`config.mk`:
```
export PLATFORM = sky130hd
export DESIGN_NAME = crc_codeword_builder
export DESIGN_NICKNAME = d
export VERILOG_FILES = /design/src/rtl/crc_code_pkg.sv /design/src/rtl/crc_codeword_builder_crc_lfsr_step.sv /design/src/rtl/crc_codeword_builder.sv
export SDC_FILE = /design/constraint.sdc
export NUM_CORES = 1
export LEC_CHECK = 0
export BUFFER_PORTS_ARGS = -buffer_cell sky130_fd_sc_hd__buf_2
export CORE_UTILIZATION = 40
export DETAILED_ROUTE_END_ITERATION = 8
export PLACE_DENSITY = 0.62
export SKIP_CTS_REPAIR_TIMING = 1
export SLEW_MARGIN = 40
export SYNTH_ARGS = -nofsm -noshare
export SYNTH_HDL_FRONTEND = slang
export SYNTH_SLANG_ARGS = --single-unit
export TNS_END_PERCENT = 5
```
`constraint.sdc`:
```
create_clock -name clk -period 3.2 [get_ports clk]
set_clock_uncertainty 0.05 [all_clocks]
set_input_delay 0.64 -clock clk [delete_from_list [all_inputs] [get_ports clk]]
set_output_delay 0.64 -clock clk [all_outputs]
set_load 0.02 [all_outputs]
```
`src/rtl/crc_code_pkg.sv`:
```
// Shared constants and buffer state encoding for the CRC codeword builder
// and the matching read-path checker.
package crc_code_pkg;

    localparam int unsigned DEF_DATA_WIDTH = 8;
    localparam int unsigned DEF_CRC_WIDTH  = 4;
    localparam logic [DEF_CRC_WIDTH-1:0] DEF_POLY = 4'h3;

    typedef enum logic {
        EMPTY = 1'b0,
        FULL  = 1'b1
    } buf_state_e;

endpackage

```
`src/rtl/crc_codeword_builder_crc_lfsr_step.sv`:
```
// Single-bit long-division remainder update: shifts one message bit into the
// remainder and folds in the generator when the outgoing MSB is set.
module crc_lfsr_step #(
    parameter int unsigned           CRC_WIDTH = 4,
    parameter logic [CRC_WIDTH-1:0]  POLY      = 4'h3
) (
    input  logic [CRC_WIDTH-1:0] rem,
    input  logic                 in_bit,
    output logic [CRC_WIDTH-1:0] rem_next_c
);

    always_comb begin
        rem_next_c = {rem[CRC_WIDTH-2:0], in_bit};
        if (rem[CRC_WIDTH-1]) begin
            rem_next_c = rem_next_c ^ POLY;
        end
    end

endmodule

```
`src/rtl/crc_codeword_builder.sv`:
```
// Bit-serial CRC datapath with a one-entry valid/ready codeword buffer.
// Optional shift-count checking is enabled by defining CRC_CODEWORD_SEQ_CHECK_EN.
module crc_codeword_builder
    import crc_code_pkg::*;
#(
    parameter int unsigned          DATA_WIDTH = DEF_DATA_WIDTH,
    parameter int unsigned          CRC_WIDTH  = DEF_CRC_WIDTH,
    parameter logic [CRC_WIDTH-1:0] POLY       = CRC_WIDTH'(DEF_POLY)
) (
    input  logic                            clk,
    input  logic                            rst,
    input  logic                            load_en,
    input  logic                            shift_en,
    input  logic                            data_valid,
    input  logic [DATA_WIDTH-1:0]           data_in,
    input  logic                            cw_ready,
    output logic [DATA_WIDTH+CRC_WIDTH-1:0] cw_data,
    output logic                            cw_valid,
    output logic                            overflow,
    output logic                            seq_err
);

    localparam int unsigned CW_WIDTH = DATA_WIDTH + CRC_WIDTH;

    logic [CW_WIDTH-1:0]   msg_q, msg_d;
    logic [DATA_WIDTH-1:0] data_snap_q, data_snap_d;
    logic [CRC_WIDTH-1:0]  rem_q, rem_d, rem_step_c;
    buf_state_e            buf_state_q, buf_state_d;
    logic [CW_WIDTH-1:0]   cw_data_q, cw_data_d;
    logic                  cw_valid_q, cw_valid_d;
    logic                  overflow_q, overflow_d;
    logic                  seq_err_q, seq_err_d;

    crc_lfsr_step #(
        .CRC_WIDTH (CRC_WIDTH),
        .POLY      (POLY)
    ) u_step (
        .rem        (rem_q),
        .in_bit     (msg_q[CW_WIDTH-1]),
        .rem_next_c (rem_step_c)
    );

    // Message/remainder datapath; shift wins over a coincident load.
    always_comb begin
        msg_d       = msg_q;
        data_snap_d = data_snap_q;
        rem_d       = rem_q;
        if (shift_en) begin
            msg_d = msg_q << 1;
            rem_d = rem_step_c;
        end else if (load_en) begin
            msg_d       = {data_in, {CRC_WIDTH{1'b0}}};
            data_snap_d = data_in;
            rem_d       = '0;
        end
    end

`ifdef CRC_CODEWORD_SEQ_CHECK_EN
    localparam int unsigned CNT_W = $clog2(CW_WIDTH + 1);

    logic [CNT_W-1:0] cnt_q, cnt_d;
    logic             seq_bad_c;

    always_comb begin
        cnt_d = cnt_q;
        if (shift_en) begin
            if (cnt_q != {CNT_W{1'b1}}) begin
                cnt_d = cnt_q + CNT_W'(1);
            end
        end else if (load_en) begin
            cnt_d = '0;
        end
    end

    assign seq_bad_c = (cnt_q != CNT_W'(CW_WIDTH));

    always_ff @(posedge clk or posedge rst) begin
        if (rst) begin
            cnt_q <= '0;
        end else begin
            cnt_q <= cnt_d;
        end
    end
`else
    logic seq_bad_c;
    assign seq_bad_c = 1'b0;
`endif

    // Buffer FSM and sticky flags.
    always_comb begin
        buf_state_d = buf_state_q;
        cw_data_d   = cw_data_q;
        overflow_d  = overflow_q;
        seq_err_d   = seq_err_q;
        if (data_valid && seq_bad_c) begin
            seq_err_d = 1'b1;
        end
        case (buf_state_q)
            EMPTY: begin
                if (data_valid) begin
                    cw_data_d   = {data_snap_q, rem_q};
                    buf_state_d = FULL;
                end
            end
            FULL: begin
                if (data_valid) begin
                    if (cw_ready) begin
                        cw_data_d = {data_snap_q, rem_q};
                    end else begin
                        overflow_d = 1'b1;
                    end
                end else if (cw_ready) begin
                    buf_state_d = EMPTY;
                end
            end
            default: buf_state_d = EMPTY;
        endcase
        cw_valid_d = (buf_state_d == FULL);
    end

    always_ff @(posedge clk or posedge rst) begin
        if (rst) begin
            msg_q       <= '0;
            data_snap_q <= '0;
            rem_q       <= '0;
            buf_state_q <= EMPTY;
            cw_data_q   <= '0;
            cw_valid_q  <= 1'b0;
            overflow_q  <= 1'b0;
            seq_err_q   <= 1'b0;
        end else begin
            msg_q       <= msg_d;
            data_snap_q <= data_snap_d;
            rem_q       <= rem_d;
            buf_state_q <= buf_state_d;
            cw_data_q   <= cw_data_d;
            cw_valid_q  <= cw_valid_d;
            overflow_q  <= overflow_d;
            seq_err_q   <= seq_err_d;
        end
    end

    assign cw_data  = cw_data_q;
    assign cw_valid = cw_valid_q;
    assign overflow = overflow_q;
    assign seq_err  = seq_err_q;

endmodule

```
==> results.ini, run 1 <==
[outcome]
status=completed

[sta]
setup_viol=0
finalWorstSetupSlack_ps=1650
hold_viol=0
maxSlewViolCount=0
fin_crit_ps=1550
fin_setup_tns_ps=0
fin_crit_sh=0.485
max_freq_mhz=645
rsz0062_at_grt=no

[logic_synthesis]
syn_area_per_cell_um2=14.2
ys_top_cells_by_area=dfrtp_1, mux2_4, mux2i_1
synth_cell_types=18
async_flop_share=1.00
synth_cells=105
synth_nets=119
synth_flop_cell=dfrtp_1
ys_warn_count=0
synth.top_cells.by_count=dfrtp_1, mux2_4, nand2_1, o21ai_0, mux2i_1
synth_edf_count=0
synth.largest_area_cell=dfrtp_1
synth_most_common_cell=dfrtp_1
ys_ff_latch=34
yosysSeqAreaShare=0.572
yosys.area.top_type_share=0.572
synth_area_um2=1490

[grt]
grt_pass1_wl_um=4290
gr-total-overflow=0
grt_max_degree=35
antenna_found_initial=0
grt_pass1_vias=890
track_usage=0.142

[cts]
clk_latency_ps=280
cts_buffers=5
clkTransAtPathRegs_ps=60
clock_path_buffers=2
clockRootBuffer=clkbuf_8
clkSinkCount=34
cts_tree=yes
htree_levels=2

[routing]
drtIter0Drc=53
wl_per_cell_um=13.4
drc_errors=0
drt_pass1_iterations=4
postRouteAntennaNets=0
vias_per_cell=4.74
routed_wl_um=2410
num_vias=854

[worst_setup_path]
cp_slowest_stage_delay_ps=410
cp.required_ps=3310
setup.worst_path.end_class=flop
crit_buf_inv=1
critPathTopFamily=simple AND/OR/NAND/NOR gates
worstPathArrival_ps=1660
cp_max_fo=13
r2r_setup_slack_ps=1880
critPathKind=in2reg
critPathSlowestCell=nor2b_4
worstSetupStartpointType=input port
crit_chain=buf_2 > nor2b_4 > mux2_4

[cells_and_area]
n_antenna_cell=0
regArea_um2=851
nFillCells=318
multi_input_area_um2=564
area_delta_synth_final_pct=14.2
drive_gt1_frac=0.418
layout.nets=148

[floorplanning]
die_w_um=63.0
die_height_um=63.0
rows=21
initial_core_util=0.432
die_area_um2=3970
coreArea_um2=3440
ios=29

[place]
dp_slack_ps=1350
gp_congestion=0.678
port_buffers=27
dp_hpwl_um=1660

[pwr]
p_per_area_nw_per_um2=617
max-vdd-ir-drop_v=0.000170
p_leak_nw=0.859

[min_path]
min_path_type=in2async

[job]
maxCapViolCount=0

[path summary, 6_finish.rpt]
kind | from | to | depth (start not counted)
max in group asynchronous | rst | msg_q[7]$_DFFE_PP0P_ | 3
worst min register to register | msg_q[9]$_DFFE_PP0P_ | msg_q[10]$_DFFE_PP0P_ | 2
worst max-delay path | load_en | data_snap_q[3]$_DFFE_PP0P_ | 3
min in group clk | msg_q[9]$_DFFE_PP0P_ | msg_q[10]$_DFFE_PP0P_ | 2
worst max register to register | cw_valid$_DFF_PP0_ | cw_data[8]$_DFFE_PP0P_ | 3
worst min-delay path | rst | cw_data[0]$_DFFE_PP0P_ | 3
[layer usage]
layer / global-route usage / wire (um) / vias up
met4: 0.0785 / 51 / 0
met2: 0.210 / 1120 / 28
met1: 0.184 / 1090 / 415
li1: - / - / 407
met3: 0.0456 / 152 / 4
met5: 0 / 0 / -
[power by group]
group | switching (mW) | internal [mW]
sequential | 0.0413 | 0.499
combinational | 0.110 | 0.113
clock | 0.135 | 0.149
total | 0.286 | 0.761
[state kept, by name, indices dropped and copies added, names as in the netlist]
register / flops
rem_q: 4
data_snap_q: 8
cw_data: 12
msg_q: 8
cw_valid: 1
overflow: 1
[kinds of logic (layout without fill, tap and decap cells)]
logic type	after synthesis	count (layout)	share of synthesized area
flip-flops	34	34	0.572
multiplexers	28	28	0.251
AND/OR/NAND/NOR	20	20	0.0723
AO/OA/AOI/OAI	12	12	0.0421
buffers and inverters	8	37	0.0488
XOR/XNOR	2	2	0.0118
other	1	1	0.00252
[cell usage in the layout (no fill, tap or decap), types with 2 or more instances in the layout]
cell type	netlist	routed
inv_1	2	2
mux2i_1	8	8
buf_2	0	27
mux2_2	2	2
clkbuf_8	0	5
o21ai_0	11	11
mux2_4	18	18
nand2b_1	4	4
nand2_1	12	12
xor2_1	2	2
clkbuf_1	0	2
dfrtp_1	34	34
[worst reg2reg max path, stage by stage (launching register included)]
cell and delay (ps):
dfrtp_1 380, nand2b_4 70, nand2_2 310, mux2_2 390
[metrics by stage]
step / total power [mW] / util / std cells / hold WS [ps] / area [um^2]
after floorplan: 0.709 / - / 105 / 399 / 1490
after global placement: 0.766 / 0.471 / 173 / 409 / 1620
after detailed placement: 0.772 / 0.471 / 173 / 415 / 1620
after CTS: 1.06 / 0.494 / 180 / 409 / 1700
after global routing: 1.11 / 0.494 / 180 / 447 / 1700
final: 1.05 / 0.494 / 180 / 391 / 1700
[cell type report]
| type | instances | share of cell area |
|---|---|---|
| Sequential cell | 34 | 0.501 |
| Multi-Input combinational cell | 63 | 0.332 |
| Timing Repair Buffer | 28 | 0.0839 |
| Clock buffer | 7 | 0.0449 |
| Tap cell | 46 | 0.0339 |
| Inverter | 2 | 0.00442 |
No activity file was read; power rests on OpenSTA's default activity.
==> run 2, diff against run 1 <==
- clock period: 3.2 -> 1.6 ns (I/O delays scaled with it)
==> run 2 against run 1 <==
Effect of this change: worst hold slack worse by 320 ps; combinational power grew 100%; sequential cell count did not move; non-clock buffer count rose by 3; critical path type is now reg2reg; highest routed layer unchanged.
==> results.ini, run 2 (synthesis results as in run 1) <==
[routing]
drc_errors=0  ; unchanged
num_vias=872  ; +2.1%
drt_pass1_iterations=3  ; -1
wl_per_cell_um=13.4  ; +0.15%
vias_per_cell=4.77  ; +0.43%
routed_wl_um=2460  ; +1.8%
postRouteAntennaNets=0  ; unchanged
drtIter0Drc=21  ; -60%

[sta]
hold_viol=0  ; unchanged
rsz0062_at_grt=no
fin_setup_tns_ps=0  ; unchanged
max_freq_mhz=774
fin_crit_sh=0.808
maxSlewViolCount=0  ; unchanged
finalWorstSetupSlack_ps=307  ; -1340 ps
fin_crit_ps=1290
setup_viol=0  ; unchanged

[cts]
clockRootBuffer=clkbuf_8
htree_levels=2  ; unchanged
cts_buffers=5  ; unchanged
clk_latency_ps=280  ; about the same
cts_tree=yes
clkSinkCount=34  ; unchanged
clock_path_buffers=2  ; unchanged
clkTransAtPathRegs_ps=60  ; about the same

[cells_and_area]
layout.nets=151  ; +2.0%
nFillCells=318  ; unchanged
n_antenna_cell=0  ; unchanged
area_delta_synth_final_pct=16.6
drive_gt1_frac=0.431  ; +0.0127
regArea_um2=851  ; unchanged
layout_common_cells=dfrtp_1, buf_2, mux2_4
final_common_cell=dfrtp_1
multi_input_area_um2=564  ; unchanged
stdcell_count=183  ; +1.7%
largest_reg_flops=12  ; unchanged
final_util=0.504  ; +0.0102

[place]
post-place-cells=176  ; +1.7%
dp_hpwl_um=1730  ; +4.5%
gp_congestion=0.663  ; -2.2%
dp_slack_ps=201  ; -1150 ps
port_buffers=27  ; unchanged

[worst_setup_path]
worstSetupStartpointType=flop
worstPathArrival_ps=1410  ; -250 ps
critPathSlowestCell=dfrtp_1
r2r_setup_slack_ps=310  ; -1570 ps
ff2ff_path_depth=4  ; +1
critPathKind=reg2reg
r2r-end=cw_data[9]$_DFFE_PP0P_
cp_slowest_stage_delay_ps=410  ; about the same
cp.required_ps=1710  ; -1600 ps
crit_chain=nand2b_4 > nand2_2 > buf_12 > mux2_4
cp_max_fo=7  ; -6
setup.worst_path.end_class=flop
r2r-start=cw_valid$_DFF_PP0_

[job]
maxCapViolCount=0  ; unchanged

[pwr]
p_per_area_nw_per_um2=1220  ; +98%
p_total_mw=2.12  ; +100%
p_leak_nw=0.879  ; +2.3%
max-vdd-ir-drop_v=0.000437  ; +160%

[min_path]
min_path_type=in2async

[floorplanning]
initial_core_util=0.432  ; unchanged
ios=29  ; unchanged
die_area_um2=3970  ; unchanged
die_height_um=63.0  ; unchanged
coreArea_um2=3440  ; unchanged
rows=21  ; unchanged
die_w_um=63.0  ; unchanged

[grt]
grt_pass1_vias=866  ; -2.7%
track_usage=0.146  ; +0.00368
grt_pass1_wl_um=4270  ; -0.47%
grt_max_degree=35  ; unchanged
gr-total-overflow=0  ; unchanged
antenna_found_initial=0  ; unchanged

[outcome]
status=completed

[run 2: power by group]
part           internal (mW)  switching, mW  total, mW  leakage, nW
clock network          0.299          0.281      0.580       0.0383
logic                  0.235          0.222      0.457        0.425
registers              0.997         0.0826       1.08        0.416
[run 2: how the worst max path moves through the flow]
stage,to,depth (start not counted),start
2_1_floorplan,cw_data[0]$_DFFE_PP0P_,4,cw_valid$_DFF_PP0_
3_3_place_gp,cw_data[1]$_DFFE_PP0P_,5,cw_ready
3_5_place_dp,cw_data[9]$_DFFE_PP0P_,5,cw_ready
4_1_cts,cw_data[9]$_DFFE_PP0P_,4,cw_valid$_DFF_PP0_
5_1_grt,cw_data[1]$_DFFE_PP0P_,4,cw_valid$_DFF_PP0_
6_report,cw_data[9]$_DFFE_PP0P_,4,cw_valid$_DFF_PP0_
[run 2: final cells by class]
class,instances,area share
inverters,2,0.00433
clock buffers,7,0.0440
multi-input cells,63,0.325
well taps,46,0.0332
repair buffers,31,0.102
flip-flops and latches,34,0.491
[run 2: critical path, delay by kind of cell, from the launching register on]
kind / cells / cell delay, ps
flip-flops: 1 / 410
multiplexers: 1 / 290
AND/OR/NAND/NOR: 2 / 240
buffers and inverters: 1 / 190
[run 2: through the flow]
step / area (um^2) / hold slack (ps)
3_5_place_dp: 1660 / 380
3_3_place_gp: 1660 / 370
2_1_floorplan: 1490 / 373
4_1_cts: 1730 / 77.5
5_1_grt: 1730 / 113
6_report: 1730 / 71.8
[run 2: routing by layer]
metal | wire (um) | global-route usage
met2 | 1110 | 0.204
met3 | 124 | 0.0620
met4 | 60 | 0.0785
met1 | 1160 | 0.189
met5 | 0 | 0
==> run 3, diff against run 2 <==
- clock period: 1.6 -> 1.3 ns (I/O delays scaled with it)
==> run 3 against run 2 <==
Effect of this change: sequential power up 23%; worst setup slack worse by 240 ps; largest power group unchanged; sequential share of layout area down 1.1 points; critical path type unchanged; final cell count up 2.2%.
==> results.ini, run 3 (synthesis results as in run 1) <==
[outcome]
status=completed

[sta]
max_freq_mhz=813  ; +5.1%
rsz0062_at_grt=no
finalWorstSetupSlack_ps=69.8  ; -238 ps
setup_viol=0  ; unchanged
fin_crit_sh=0.946  ; +0.138
hold_viol=0  ; unchanged
fin_setup_tns_ps=0  ; unchanged
maxSlewViolCount=0  ; unchanged
fin_crit_ps=1230  ; -62.4 ps

[routing]
drtIter0Drc=39  ; +86%
drc_errors=0  ; unchanged
drt_pass1_iterations=4  ; +1
vias_per_cell=4.72  ; -0.90%
postRouteAntennaNets=0  ; unchanged
routed_wl_um=2440  ; -0.53%
wl_per_cell_um=13.1  ; -2.7%
num_vias=883  ; +1.3%

[cells_and_area]
layout.nets=154  ; +2.0%
area_delta_synth_final_pct=19.3
n_antenna_cell=0  ; unchanged
drive_gt1_frac=0.447  ; +0.0162
largest_reg_flops=12  ; unchanged
layout_common_cells=dfrtp_1, buf_2, mux2_4
final_common_cell=dfrtp_1

[cts]
cts_buffers=5  ; unchanged
clkTransAtPathRegs_ps=70  ; about the same
clock_path_buffers=2  ; unchanged
clockRootBuffer=clkbuf_8
clk_latency_ps=280  ; about the same
clkSinkCount=34  ; unchanged
htree_levels=2  ; unchanged
cts_tree=yes

[place]
gp_congestion=0.686  ; +3.5%
port_buffers=27  ; unchanged
dp_slack_ps=37.7  ; -163 ps
dp_hpwl_um=1700  ; -2.1%

[grt]
grt_pass1_vias=924  ; +6.7%
antenna_found_initial=0  ; unchanged
grt_max_degree=24  ; -31%
track_usage=0.140  ; -0.00614
grt_pass1_wl_um=4210  ; -1.5%
gr-total-overflow=0  ; unchanged

[pwr]
combPwrFrac=0.213  ; -0.003
p_leak_nw=0.902  ; +2.7%
p_seq_frac=0.495  ; -0.015
switching_share=0.272  ; -0.00469
clkPwrFrac=0.292  ; +0.018
max-vdd-ir-drop_v=0.000382  ; -13%
switching_power_mw=0.727  ; +24%
p_int_mw=1.95  ; +27%
p_per_area_nw_per_um2=1510  ; +24%

[worst_setup_path]
critPathTopFamily=flip-flops
r2r-end=cw_data[2]$_DFFE_PP0P_
critPathKind=reg2reg
worstSetupStartpointType=flop
crit_chain=nand2b_4 > nand2_2 > buf_12 > mux2_4
ff2ff_path_depth=4  ; unchanged
critPathSlowestCell=dfrtp_1
cp_max_fo=7  ; unchanged
r2r_setup_slack_ps=70  ; -240 ps
cp_slowest_stage_delay_ps=400  ; about the same
crit_buf_inv=1  ; unchanged
worstPathArrival_ps=1340  ; -70 ps
setup.worst_path.end_class=flop
r2r-start=cw_valid$_DFF_PP0_
cp.required_ps=1410  ; -300 ps

[floorplanning]
ios=29  ; unchanged
rows=21  ; unchanged
die_w_um=63.0  ; unchanged
initial_core_util=0.432  ; unchanged
die_area_um2=3970  ; unchanged
coreArea_um2=3440  ; unchanged
die_height_um=63.0  ; unchanged

[job]
maxCapViolCount=0  ; unchanged

[min_path]
hold_start=data_valid
hold_path_end=cw_valid$_DFF_PP0_
hold_depth=3
min_path_type=in2reg

[run 3: worst max path at each step]
stage / from / to / slack (ps) / cells past startpoint
2_1_floorplan: cw_valid$_DFF_PP0_ / cw_data[0]$_DFFE_PP0P_ / 20 / 4
3_3_place_gp: cw_ready / cw_data[6]$_DFFE_PP0P_ / 60 / 5
3_5_place_dp: cw_ready / cw_data[2]$_DFFE_PP0P_ / 40 / 5
4_1_cts: cw_valid$_DFF_PP0_ / cw_data[2]$_DFFE_PP0P_ / 60 / 4
5_1_grt: cw_valid$_DFF_PP0_ / cw_data[1]$_DFFE_PP0P_ / 40 / 4
6_report: cw_valid$_DFF_PP0_ / cw_data[2]$_DFFE_PP0P_ / 70 / 4
[run 3: routing by layer]
layer | track usage | part of all wire | vias up
met4 | 0.0785 | 0.017 | 0
met2 | 0.211 | 0.46 | 25
met3 | 0.0328 | 0.040 | 4
met5 | 0 | 0 | -
li1 | - | - | 421
met1 | 0.184 | 0.48 | 433
[run 3: area by class of cell]
cell class / count / area (um^2)
inverters: 2 / 7.51
clock inverters: 1 / 5.00
well taps: 46 / 57.6
clock buffers: 7 / 86.3
multi-input cells: 63 / 564
flip-flops and latches: 34 / 851
repair buffers: 34 / 203
fillers: 306 / 1670
[run 3: stage by stage]
step | hold WS [ps] | power (mW) | util | area, um^2 | instances
after floorplan | 313 | 1.75 | - | 1490 | 105
after detailed placement | 223 | 1.92 | 0.486 | 1670 | 178
after CTS | -76.7 | 2.72 | 0.513 | 1760 | 186
after global placement | 223 | 1.90 | 0.486 | 1670 | 178
after global routing | 170 | 2.84 | 0.515 | 1770 | 187
final | 166 | 2.68 | 0.515 | 1770 | 187
[run 3: power by group through the flow]
stage               Combinational (mW)  Sequential [mW]  Clock, mW
global placement                 0.564             1.34          0
finish                           0.570             1.33      0.781
CTS                              0.575             1.33      0.811
detailed placement               0.574             1.34          0
floorplan                        0.309             1.44          0
global route                     0.618             1.35      0.870
[run 3: worst reg2reg max path, cell delays in order (launching register included)]
cell      delay [ps]
dfrtp_1          400
nand2b_4          90
nand2_2          110
buf_12           170
mux2_4           300
